<file path="src/rtl/svc_axi_axil_reflect_wr.sv">
// AXI (single-beat) to AXI-Lite write bridge; {awid, awuser} queued and reflected on B.
// Optional sticky protocol-error flag when SVC_AXI_AXIL_REFLECT_WR_ERR_EN is defined.

module svc_axi_axil_reflect_wr_fifo #(
    parameter int WIDTH  = 8,
    parameter int ADDR_W = 1
) (
    input  logic             clk,
    input  logic             rst_n,
    input  logic             i_push,
    input  logic [WIDTH-1:0] i_wdata,
    output logic             o_full_n,
    input  logic             i_pop,
    output logic             o_empty_n,
    output logic [WIDTH-1:0] o_rdata
);
    localparam int DEPTH = 1 << ADDR_W;
    localparam logic [ADDR_W:0] DEPTH_C = {1'b1, {ADDR_W{1'b0}}};

    logic [WIDTH-1:0]  r_mem [DEPTH];
    logic [ADDR_W-1:0] r_wptr;
    logic [ADDR_W-1:0] r_rptr;
    logic [ADDR_W:0]   r_cnt;
    logic [ADDR_W:0]   w_cnt_nxt;
    logic              r_full_n;
    logic              r_empty_n;
    logic              w_push;
    logic              w_pop;

    assign w_push = i_push && r_full_n;
    assign w_pop  = i_pop && r_empty_n;

    always_comb begin
        w_cnt_nxt = r_cnt;
        if (w_push && !w_pop) begin
            w_cnt_nxt = r_cnt + 1'b1;
        end else if (!w_push && w_pop) begin
            w_cnt_nxt = r_cnt - 1'b1;
        end
    end

    // Flags are derived from the next count so ready/valid never bypass the storage.
    always_ff @(posedge clk or negedge rst_n) begin
        if (!rst_n) begin
            r_cnt     <= '0;
            r_wptr    <= '0;
            r_rptr    <= '0;
            r_full_n  <= 1'b0;
            r_empty_n <= 1'b0;
        end else begin
            r_cnt     <= w_cnt_nxt;
            r_full_n  <= (w_cnt_nxt != DEPTH_C);
            r_empty_n <= (w_cnt_nxt != '0);
            if (w_push) begin
                r_wptr <= r_wptr + 1'b1;
            end
            if (w_pop) begin
                r_rptr <= r_rptr + 1'b1;
            end
        end
    end

    always_ff @(posedge clk) begin
        if (w_push) begin
            r_mem[r_wptr] <= i_wdata;
        end
    end

    assign o_full_n  = r_full_n;
    assign o_empty_n = r_empty_n;
    assign o_rdata   = r_mem[r_rptr];
endmodule

module svc_axi_axil_reflect_wr #(
    parameter int AXI_ADDR_WIDTH           = 8,
    parameter int AXI_DATA_WIDTH           = 16,
    parameter int AXI_ID_WIDTH             = 4,
    parameter int AXI_USER_WIDTH           = 1,
    parameter int OUTSTANDING_WRITES_WIDTH = 1
) (
    input  logic                          clk,
    input  logic                          rst_n,

    input  logic                          s_axi_awvalid,
    input  logic [AXI_ID_WIDTH-1:0]       s_axi_awid,
    input  logic [AXI_ADDR_WIDTH-1:0]     s_axi_awaddr,
    input  logic [7:0]                    s_axi_awlen,
    input  logic [2:0]                    s_axi_awsize,
    input  logic [1:0]                    s_axi_awburst,
    input  logic [AXI_USER_WIDTH-1:0]     s_axi_awuser,
    output logic                          s_axi_awready,
    input  logic                          s_axi_wvalid,
    input  logic [AXI_DATA_WIDTH-1:0]     s_axi_wdata,
    input  logic [AXI_DATA_WIDTH/8-1:0]   s_axi_wstrb,
    input  logic                          s_axi_wlast,
    output logic                          s_axi_wready,
    output logic                          s_axi_bvalid,
    output logic [AXI_ID_WIDTH-1:0]       s_axi_bid,
    output logic [1:0]                    s_axi_bresp,
    output logic [AXI_USER_WIDTH-1:0]     s_axi_buser,
    input  logic                          s_axi_bready,

    output logic                          m_axil_awvalid,
    output logic [AXI_ADDR_WIDTH-1:0]     m_axil_awaddr,
    input  logic                          m_axil_awready,
    output logic                          m_axil_wvalid,
    output logic [AXI_DATA_WIDTH-1:0]     m_axil_wdata,
    output logic [AXI_DATA_WIDTH/8-1:0]   m_axil_wstrb,
    input  logic                          m_axil_wready,
    input  logic                          m_axil_bvalid,
    input  logic [1:0]                    m_axil_bresp,
    output logic                          m_axil_bready
`ifdef SVC_AXI_AXIL_REFLECT_WR_ERR_EN
    ,
    output logic                          err
`endif
);
    localparam int STRB_W = AXI_DATA_WIDTH / 8;
    localparam int IDQ_W  = AXI_ID_WIDTH + AXI_USER_WIDTH;
    localparam int WQ_W   = AXI_DATA_WIDTH + STRB_W;

    logic w_aw_full_n;
    logic w_aw_empty_n;
    logic w_id_full_n;
    logic w_id_empty_n;
    logic w_w_full_n;
    logic w_w_empty_n;
    logic w_aw_push;
    logic w_w_push;
    logic w_b_pop;

    // One AW handshake feeds both the address queue and the ID queue.
    assign s_axi_awready = w_aw_full_n && w_id_full_n;
    assign w_aw_push     = s_axi_awvalid && s_axi_awready;
    assign s_axi_wready  = w_w_full_n;
    assign w_w_push      = s_axi_wvalid && s_axi_wready;
    assign w_b_pop       = m_axil_bvalid && s_axi_bready;

    svc_axi_axil_reflect_wr_fifo #(
        .WIDTH  (AXI_ADDR_WIDTH),
        .ADDR_W (1)
    ) u_aw_fifo (
        .clk       (clk),
        .rst_n     (rst_n),
        .i_push    (w_aw_push),
        .i_wdata   (s_axi_awaddr),
        .o_full_n  (w_aw_full_n),
        .i_pop     (m_axil_awvalid && m_axil_awready),
        .o_empty_n (w_aw_empty_n),
        .o_rdata   (m_axil_awaddr)
    );

    svc_axi_axil_reflect_wr_fifo #(
        .WIDTH  (IDQ_W),
        .ADDR_W (OUTSTANDING_WRITES_WIDTH)
    ) u_id_fifo (
        .clk       (clk),
        .rst_n     (rst_n),
        .i_push    (w_aw_push),
        .i_wdata   ({s_axi_awid, s_axi_awuser}),
        .o_full_n  (w_id_full_n),
        .i_pop     (w_b_pop),
        .o_empty_n (w_id_empty_n),
        .o_rdata   ({s_axi_bid, s_axi_buser})
    );

    svc_axi_axil_reflect_wr_fifo #(
        .WIDTH  (WQ_W),
        .ADDR_W (1)
    ) u_w_fifo (
        .clk       (clk),
        .rst_n     (rst_n),
        .i_push    (w_w_push),
        .i_wdata   ({s_axi_wdata, s_axi_wstrb}),
        .o_full_n  (w_w_full_n),
        .i_pop     (m_axil_wvalid && m_axil_wready),
        .o_empty_n (w_w_empty_n),
        .o_rdata   ({m_axil_wdata, m_axil_wstrb})
    );

    assign m_axil_awvalid = w_aw_empty_n;
    assign m_axil_wvalid  = w_w_empty_n;

    // AXI-Lite B returns in order, so the ID queue head always matches it.
    assign s_axi_bvalid  = m_axil_bvalid;
    assign s_axi_bresp   = m_axil_bresp;
    assign m_axil_bready = s_axi_bready;

`ifdef SVC_AXI_AXIL_REFLECT_WR_ERR_EN
    logic r_err;

    always_ff @(posedge clk or negedge rst_n) begin
        if (!rst_n) begin
            r_err <= 1'b0;
        end else if ((w_aw_push && (s_axi_awlen != 8'd0)) || (w_w_push && !s_axi_wlast)) begin
            r_err <= 1'b1;
        end
    end

    assign err = r_err;

    logic w_unused;
    assign w_unused = ^{s_axi_awsize, s_axi_awburst, w_id_empty_n};
`else
    logic w_unused;
    assign w_unused = ^{s_axi_awlen, s_axi_awsize, s_axi_awburst, s_axi_wlast, w_id_empty_n};
`endif
endmodule
</file>
<file path="config.mk">
export PLATFORM = sky130hd
export DESIGN_NAME = svc_axi_axil_reflect_wr
export DESIGN_NICKNAME = d
export VERILOG_FILES = /design/src/rtl/svc_axi_axil_reflect_wr.sv
export SDC_FILE = /design/constraint.sdc
export NUM_CORES = 1
export LEC_CHECK = 0
export CORE_ASPECT_RATIO = 1.25
export CORE_MARGIN = 2
export CORE_UTILIZATION = 30
export CTS_CLUSTER_DIAMETER = 30
export DETAILED_ROUTE_END_ITERATION = 10
export GPL_ROUTABILITY_DRIVEN = 1
export MAX_ROUTING_LAYER = met4
export PLACE_DENSITY = 0.53
export SLEW_MARGIN = 20
export SYNTH_ARGS = -nofsm -noshare
export SYNTH_HDL_FRONTEND = slang
export SYNTH_SLANG_ARGS = --single-unit
</file>
<file path="constraint.sdc">
create_clock -name clk -period 1.95 [get_ports clk]
set_input_delay 0.585 -clock clk [delete_from_list [all_inputs] [get_ports clk]]
set_output_delay 0.585 -clock clk [all_outputs]
set_load 0.01 [all_outputs]
</file>
Word level (Yosys, flattened, before mapping) --
Memories as Yosys holds them, arrays and structs flattened. Cells that the tools add are included.
Storage, ports and cells: memories 3, bits in registers 18, bits in writable memories 62, bits of input ports 55, word-level logic and storage cells 72
Memories:
- u_w_fifo.r_mem | words 2, width 18, rd ports 1, clocked after Yosys merged registers in 0, write ports 1, line 20 | logic [WIDTH-1:0] r_mem [DEPTH];
- u_aw_fifo.r_mem | words 2, width 8, rd ports 1, clocked after Yosys merged registers in 0, write ports 1, line 20
- u_id_fifo.r_mem | words 2, width 5, rd ports 1, clocked after Yosys merged registers in 0, write ports 1, line 20
Operators by class: add/subtract/negate cells 12, multiplexer cells 12, reduce and logical (&&, ||, !) cells 27, eq/ne operators 3
Operator list (number):
- logical AND 1 bit | 18
- two-way mux 2 bit | 6
- adder 1 bit (second input constant) | 6
- adder 2 x 1 -> 2 bit (second input constant) | 3
- logical NOT 1 bit | 6
- two-way mux 1 bit | 6
- inequality test 2 bit (second input constant) | 3
- nonzero test 2 bit | 3
- subtractor 2 x 1 -> 2 bit (second input constant) | 3

Depth between registers and ports, before layout --
Gate-level depths: netlist of the first run.
word-level depth 8, depth in mapped cells 5

Cells and area by module --
A second synthesis of the first run with hierarchy kept.
Unflattened totals: cells, all modules 190, area, all modules 3269.4 um^2
Modules (own cells, without submodules):
- svc_axi_axil_reflect_wr_fifo (u_w_fifo) | cells an instance 81, area each 1589.0 um^2, times used 1
- svc_axi_axil_reflect_wr_fifo (u_aw_fifo) | cells an instance 55, area each 943.4 um^2, times used 1
- svc_axi_axil_reflect_wr_fifo (u_id_fifo) | cells an instance 44, area each 669.4 um^2, times used 1
- svc_axi_axil_reflect_wr | cells an instance 10, area each 67.6 um^2, times used 1

Worst setup path after synthesis of the first run --
OpenSTA, ideal clock, no wires.
path kind input to register, start point in s_axi_wvalid, end point mem u_w_fifo.r_mem[0][0] (netlist name), enable pin, path slack 106 ps, path buffers 0, cell stages on the path 2, data arrival time 1451 ps, required time 1558 ps, cells stage by stage nand2_2 > nor2_1
Between the ends: cells in the longest elaborated chain, start to end 4
Ends and longest elaborated chain:
- start: declaration | line 92 | input logic s_axi_wvalid,
- logical AND 1 bit | line 136 | assign w_w_push = s_axi_wvalid && s_axi_wready;
- logical AND 1 bit | line 30 | assign w_push = i_push && r_full_n;
- two-way mux 1 bit | line 64 | if (w_push) begin
- two-way mux 1 bit (implied by the code) | line 65 | r_mem[r_wptr] <= i_wdata;
- end: declaration | line 20
No other way between the ends.

Final worst setup path of the first run --
start point reg u_w_fifo.r_rptr, end point out m_axil_wstrb[0]
Between the ends: cells in the longest elaborated chain, start to end 1
Ends and longest elaborated chain:
- start: declaration | line 22 | logic [ADDR_W-1:0] r_rptr;
- start signal: assignment | line 58 | r_rptr <= r_rptr + 1'b1;
- memory read (2 x 18 bit)
- end: declaration | line 108 | output logic [AXI_DATA_WIDTH/8-1:0] m_axil_wstrb,
No other way between the ends.

==> summary.txt, run 1 <==
Worst setup path
  • FF-to-FF path depth: 5
  • R2r setup slk: 620 ps
  • CP startpoint kind: flop
  • Arr. time, crit path: 1430 ps
  • Critical path endpoint category: output port
  • Worst EP required: 1360 ps
  • Reg2reg start: u_id_fifo.o_full_n$_DFF_PN0_
  • RR Endpoint: u_aw_fifo.o_full_n$_DFF_PN0_
  • CP max FO: 7
  • Type of the worst setup path: reg -> out

Global route
  • Vias in the first global route: ~1900
  • Largest net degree at the start of global routing: 19
  • GR Overflow Total: 0
  • Overall Global Routing Usage: 10.9%
  • First-pass GRT wire length: 9.05 mm
  • Initial antenna violation count: 0

Die
  • Initial Util: 31.0%
  • Die ar.: about 11000 µm²
  • Die Height: approximately 120 µm
  • Core box area: 10200 µm²
  • Die Width: roughly 96 µm
  • Standard-cell rows: 41
  • Io pins: between 90 and 100

Min path
  • Hold/Removal Path Class: reg -> reg
  • Hold endpoint: u_aw_fifo.r_wptr$_DFFE_PN0N_
  • HP Start: u_aw_fifo.r_wptr$_DFFE_PN0N_
  • Worst hold path depth: 1

Placed design
  • IO buf count: 75
  • Post-DP Area: 4140 µm²
  • Routability cong.: 0.750
  • Cells after DPL: about 400
  • Dpl hpwl: about 3.8 mm

Detailed routing
  • 1st-pass router iterations: 4
  • Via-to-Cell Ratio: approximately 4.4
  • Post-route ant nets: 0
  • Post-Route WL: about 5.7 mm
  • DRC viols: 0
  • Vias: 1855
  • Drt wl/cell: roughly 13 µm
  • 1st-iter DRT viols: between 60 and 70

Final layout
  • Final std cells w/o fill: ~430
  • Final instance area: 4610 µm²
  • Number of diodes: 0
  • Finished Core Util: 45.4%
  • Nets: 347
  • Share of cells above drive strength 1: roughly two fifths
  • Area Growth Syn to Fin: 46.5%
  • Commonest cells after routing, fill and taps aside: 62 x edfxtp_1, 41 x clkdlybuf4s50_1, 30 x buf_6, 27 x mux2_2, 19 x buf_4
  • Leading cell type in the layout, fill and taps excluded: edfxtp_1

Timing
  • Final setup violation count: 16
  • Final Skew: between 5 and 6 ps
  • Fmax: 495 MHz
  • Period utilisation layout: 104%
  • Unrepaired setup endpoints after global routing: yes
  • Fin. Hold Viols: 0
  • Rel. slew slack: 81.4%
  • Fin Setup TNS: -488 ps
  • Worst slew pin tran: 279 ps
  • Worst setup margin: -68.8 ps
  • Post-layout minimum cycle time: 2020 ps
  • Final Max Slew Viols: 0

Run status
  • Violated checks: setup timing
  • Run status: complete, but fails checks

Yosys
  • Warnings from Yosys: 0
  • Distinct cells, synth: 29
  • Seq/Total Area, Yosys: approximately three quarters
  • Yosys reg bits: 80
  • Syn_nets: roughly 240
  • Synth Cell Area: approximately 3100 µm²
  • Cell count after synthesis: ~190
  • Synth Area per Inst: 16.9 µm²

Clock tree
  • CTS tree: done
  • Sinks on the clock net: 80
  • CTS H-tree depth: 3
  • CTS Buffer Depth: 2
  • Worst-path clk slew: about 60 ps
  • Clock Latency Late Sink: 320 ps
  • CTS root buf: clkbuf_16
  • Total CTS buffers: 9

Power
  • P_leak: 1.75 nW
  • Power Density: 1500 nW/µm²
  • Maximum vdd ir drop: 0.505 mV

Flow run
  • Max Cap Violations: 0
state kept, by name, indices dropped and copies added (netlist names), 2 cells and up:
name             cells
u_aw_fifo.r_cnt      2
u_aw_fifo.r_mem     16
u_id_fifo.r_cnt      2
u_id_fifo.r_mem     10
u_w_fifo.r_cnt       2
u_w_fifo.r_mem      36
how the worst max path moves through the flow:
stage	slack, ps	endpoint	cells past startpoint	start
final	-70	m_axil_wstrb[0]	4	u_w_fifo.r_rptr$_DFFE_PN0P_
after global routing	-110	m_axil_wstrb[0]	4	u_w_fifo.r_rptr$_DFFE_PN0P_
after CTS	-150	m_axil_wdata[5]	5	u_w_fifo.r_rptr$_DFFE_PN0P_
after detailed placement	-240	s_axi_bvalid	2	m_axil_bvalid
after global placement	-230	m_axil_bready	2	s_axi_bready
after floorplan	110	u_w_fifo.r_mem[0][0]$_DFFE_PP_	2	s_axi_wvalid
report_power, final:
group          internal (W)  leakage [nW]  switching, W
Clock               0.00111         0.146      0.000589
Combinational       0.00159         0.835       0.00103
Sequential          0.00235         0.773      0.000257
Total               0.00505          1.75       0.00188
cell families after synthesis:
logic type,after synthesis,synth area share (%)
buffers and inverters,11,2.23
flip-flops,80,73.4
multiplexers,35,12.4
AO/OA/AOI/OAI,13,2.34
AND/OR/NAND/NOR,33,5.41
XOR/XNOR,14,4.13
what timing repair did:
item,CTS,global route
setup endpoints to repair,34,23
pin swaps,0,0
cloned,1,0
hold buffers,0,0
resized for setup,156,10
setup buffers,12,3
metal layers:
metal / share of wire [%] / global-route usage (%) / vias up
li1: - / - / 895
met1: 42 / 12.4 / 894
met2: 51 / 17.5 / 61
met3: 6.0 / 3.70 / 5
met4: 0.94 / 4.38 / 0
met5: 0 / - / -
critical path, cell delays in order, from the launching register on:
cell	delay, ps
dfrtp_2	410
buf_6	150
buf_12	130
mux2_4	300
buf_6	120
cells in the mapped netlist:
cell / number / share of area, %
nand2b_1: 1 / 0.20
a21oi_1: 6 / 0.95
and3_1: 3 / 0.60
nor2b_1: 1 / 0.20
nor3b_1: 1 / 0.24
or3_1: 1 / 0.20
xor2_1: 2 / 0.56
clkbuf_1: 3 / 0.36
mux2_2: 33 / 12
mux2i_1: 2 / 0.64
buf_6: 1 / 0.36
and2_1: 1 / 0.20
nor2_1: 7 / 0.83
buf_4: 5 / 1.2
nor3_1: 2 / 0.32
xnor2_1: 11 / 3.1
nand2_1: 7 / 0.83
xnor2_2: 1 / 0.52
o22ai_1: 1 / 0.20
o21ai_1: 1 / 0.16
nand3_2: 1 / 0.32
nand3_1: 5 / 0.79
o21ai_0: 2 / 0.32
and2_2: 2 / 0.48
dfrtp_1: 18 / 14
a22oi_1: 3 / 0.72
buf_2: 2 / 0.32
edfxtp_1: 62 / 59
nand2_2: 1 / 0.20
through the flow:
step | hold WS [ps] | worst slack [ps] | power (W)
after floorplan | 289 | 106 | 0.00381
after CTS | 490 | -155 | 0.00701
after global routing | 517 | -112 | 0.00736
final | 487 | -68.8 | 0.00693
after global placement | 474 | -233 | 0.00488
after detailed placement | 476 | -241 | 0.00489
layout make-up:
cell class / count / area, µm²
multi-input cells: 95 / 788
repair buffers: 106 / 1040
flip-flops and latches: 80 / 2320
fillers: 902 / 5550
well taps: 129 / 161
clock buffers: 11 / 233
clock inverters: 5 / 71.3
Power figures use the tool's default switching activity.
==> inputs of run 2 (changes only) <==
--- a/config.mk
+++ b/config.mk
@@ -10,9 +10,10 @@
 export CORE_UTILIZATION = 30
 export CTS_CLUSTER_DIAMETER = 30
 export DETAILED_ROUTE_END_ITERATION = 10
+export DONT_BUFFER_PORTS = 1
 export GPL_ROUTABILITY_DRIVEN = 1
 export MAX_ROUTING_LAYER = met4
-export PLACE_DENSITY = 0.53
+export PLACE_DENSITY = 0.42
 export SLEW_MARGIN = 20
 export SYNTH_ARGS = -nofsm -noshare
 export SYNTH_HDL_FRONTEND = slang
==> run 2 against run 1 <==
Sequential share of layout area grew 14 points. Clock skew is essentially flat. First-iteration DRC count shrank 27%. The run now ends clean. Final cell count shrank 23%. Highest routed layer unchanged. Largest power group is now sequential cells. Critical path depth shrank 2. Combinational power shrank 45%. Setup slack gained 170 ps. Total power shrank 18%.
==> summary.txt, run 2 (synthesis results as in run 1) <==
Global route
  • First-pass GRT wire length: 8.36 mm (-7.6%)
  • Initial antenna violation count: 0 (unchanged)
  • Overall Global Routing Usage: 10.3% (-0.63 points)
  • Vias in the first global route: 1659 (-12%)
  • GR Overflow Total: 0 (unchanged)
  • Largest net degree at the start of global routing: 19 (unchanged)

Timing
  • Fin. Hold Viols: 0 (unchanged)
  • Final Max Slew Viols: 0 (unchanged)
  • Fin Setup TNS: 0 ps (+488 ps)
  • Rel. slew slack: 40.9% (-40 points)
  • Fmax: 541 MHz (+9.2%)
  • Final Skew: 5.20 ps (-0.154 ps)
  • Post-layout minimum cycle time: 1850 ps (-170 ps)
  • Final setup violation count: 0 (-16)
  • Hold_ws: 352 ps (-136 ps)
  • Period utilisation layout: 94.8% (-8.7 points)
  • Unrepaired setup endpoints after global routing: no
  • Worst slew pin tran: 883 ps (+604 ps)

Power
  • Power Density: 1570 nW/µm² (+4.5%)
  • Maximum vdd ir drop: 0.572 mV (+13%)
  • PnR Total Power: 0.00565 W (-18%)
  • P_leak: 1.23 nW (-30%)

Final layout
  • Commonest cells after routing, fill and taps aside: 62 x edfxtp_1, 33 x mux2_2, 16 x dfrtp_1, 11 x xnor2_1, 9 x clkbuf_16
  • Leading cell type in the layout, fill and taps excluded: edfxtp_1
  • Biggest regs: u_w_fifo.r_mem x36, u_aw_fifo.r_mem x16, u_id_fifo.r_mem x10
  • Number of diodes: 0 (unchanged)
  • Biggest register: u_w_fifo.r_mem
  • Area Growth Syn to Fin: 14.3%
  • Fill cells: 954 (+5.8%)
  • Largest register FFs: 36 (unchanged)
  • Nets: 249 (-28%)
  • Share of cells above drive strength 1: 30.7% (-7.7 points)
  • Final std cells w/o fill: 328 (-23%)

Die
  • Die Width: 95.6 µm (unchanged)
  • Die ar.: 11300 µm² (unchanged)
  • Die Height: 119 µm (unchanged)
  • Initial Util: 31.0% (unchanged)
  • Core box area: 10200 µm² (unchanged)
  • Standard-cell rows: 41 (unchanged)
  • Io pins: 94 (unchanged)

Clock tree
  • Sinks on the clock net: 80 (unchanged)
  • Total CTS buffers: 9 (unchanged)
  • Worst-path clk slew: 60 ps (about the same)
  • CTS tree: done
  • Clock Latency Late Sink: 320 ps (about the same)
  • CTS Buffer Depth: 2 (unchanged)
  • CTS H-tree depth: 3 (unchanged)
  • CTS root buf: clkbuf_16

Min path
  • Hold/Removal Path Class: in -> reg

Detailed routing
  • 1st-pass router iterations: 4 (unchanged)
  • 1st-iter DRT viols: 47 (-27%)
  • Post-route ant nets: 0 (unchanged)
  • DRC viols: 0 (unchanged)
  • Drt wl/cell: 16.5 µm (+22%)
  • Post-Route WL: 5.40 mm (-5.7%)
  • Vias: 1513 (-18%)
  • Via-to-Cell Ratio: 4.61 (+5.9%)

Worst setup path
  • Worst EP required: 1360 ps (about the same)
  • Max stage delay on crit path: 400 ps (about the same)
  • Type of the worst setup path: reg -> out
  • CP max FO: 15 (+8)
  • CP Cell Sequence: buf_12 -> mux2_2
  • Critical path endpoint category: output port
  • Arr. time, crit path: 1260 ps (-170 ps)
  • Worst path slowest cell: dfrtp_2
  • CP startpoint kind: flop

Placed design
  • Routability cong.: 0.664 (-11%)
  • IO buf count: 0 (-100%)
  • Cells after DPL: 308 (-22%)
  • Dpl hpwl: 3.94 mm (+3.6%)

Flow run
  • Max Cap Violations: 0 (unchanged)

Run status
  • Run status: finished, final reports clean
-- run 2: report_power, final --
| group | switching [W] | total, W | leakage, nW | internal (W) |
|---|---|---|---|---|
| logic | 0.000752 | 0.00145 | 0.328 | 0.000700 |
| clock network | 0.000587 | 0.00151 | 0.130 | 0.000926 |
| registers | 0.000333 | 0.00268 | 0.774 | 0.00235 |
| total | 0.00167 | 0.00565 | 1.23 | 0.00398 |
-- run 2: layout make-up --
| class | count | area, µm² | area share, % |
|---|---|---|---|
| Sequential cell | 80 | 2310 | 64.3 |
| Multi-Input combinational cell | 95 | 768 | 21.3 |
| Clock buffer | 13 | 260 | 7.23 |
| Tap cell | 129 | 161 | 4.49 |
| Timing Repair Buffer | 8 | 75.1 | 2.09 |
| Clock inverter | 3 | 18.8 | 0.522 |
-- run 2: path summary, 6_finish.rpt --
path / cells after the start / endpoint / slack [ps] / start
max: 2 / m_axil_wdata[9] / 100 / u_w_fifo.r_rptr$_DFFE_PN0P_
min: 0 / u_aw_fifo.r_mem[1][3]$_DFFE_PP_ / 350 / s_axi_awaddr[3]
max reg2reg: 2 / u_id_fifo.r_mem[0][4]$_DFFE_PP_ / 530 / u_aw_fifo.o_full_n$_DFF_PN0_
min reg2reg: 1 / u_id_fifo.r_wptr$_DFFE_PN0N_ / 480 / u_id_fifo.r_wptr$_DFFE_PN0N_
max in group asynchronous: 1 / u_w_fifo.r_rptr$_DFFE_PN0P_ / 520 / rst_n
min in group asynchronous: 1 / u_id_fifo.r_cnt[0]$_DFF_PN0_ / 830 / rst_n
-- run 2: stage by stage --
stage	area [µm²]	worst slack (ps)	utilization, %
2_1_floorplan	3150	106	-
3_3_place_gp	3280	317	32.3
3_5_place_dp	3280	310	32.3
4_1_cts	3570	1.74	35.2
5_1_grt	3600	56.6	35.4
6_report	3600	101	35.4
-- run 2: what timing repair did --
action                     CTS  global route
buffers inserted             0             3
hold endpoints to repair    18             0
gates resized for setup      1             1
setup endpoints to repair   15             9
hold buffers                 1             0
-- run 2: per-layer routing --
layer  wire length, µm  vias up  track usage, %
li1                  -      698               -
met1              1770      740            8.78
met2              2900       60            17.7
met3               560       15            4.21
met4               170        0            7.05
met5                 0        -               -
-- run 2: worst max-delay path: cells and delay by family, from the launching register on --
kind     cells  cell delay, ps
flops        1             400
mux          1             380
buf+inv      1             150
==> inputs of run 3 (changes only) <==
--- a/config.mk
+++ b/config.mk
@@ -9,6 +9,7 @@
 export CORE_MARGIN = 2
 export CORE_UTILIZATION = 30
 export CTS_CLUSTER_DIAMETER = 30
+export CTS_CLUSTER_SIZE = 28
 export DETAILED_ROUTE_END_ITERATION = 10
 export DONT_BUFFER_PORTS = 1
 export GPL_ROUTABILITY_DRIVEN = 1
==> results of run 3 <==
No change in the layout: final DEF, timing and power equal those of run 2.
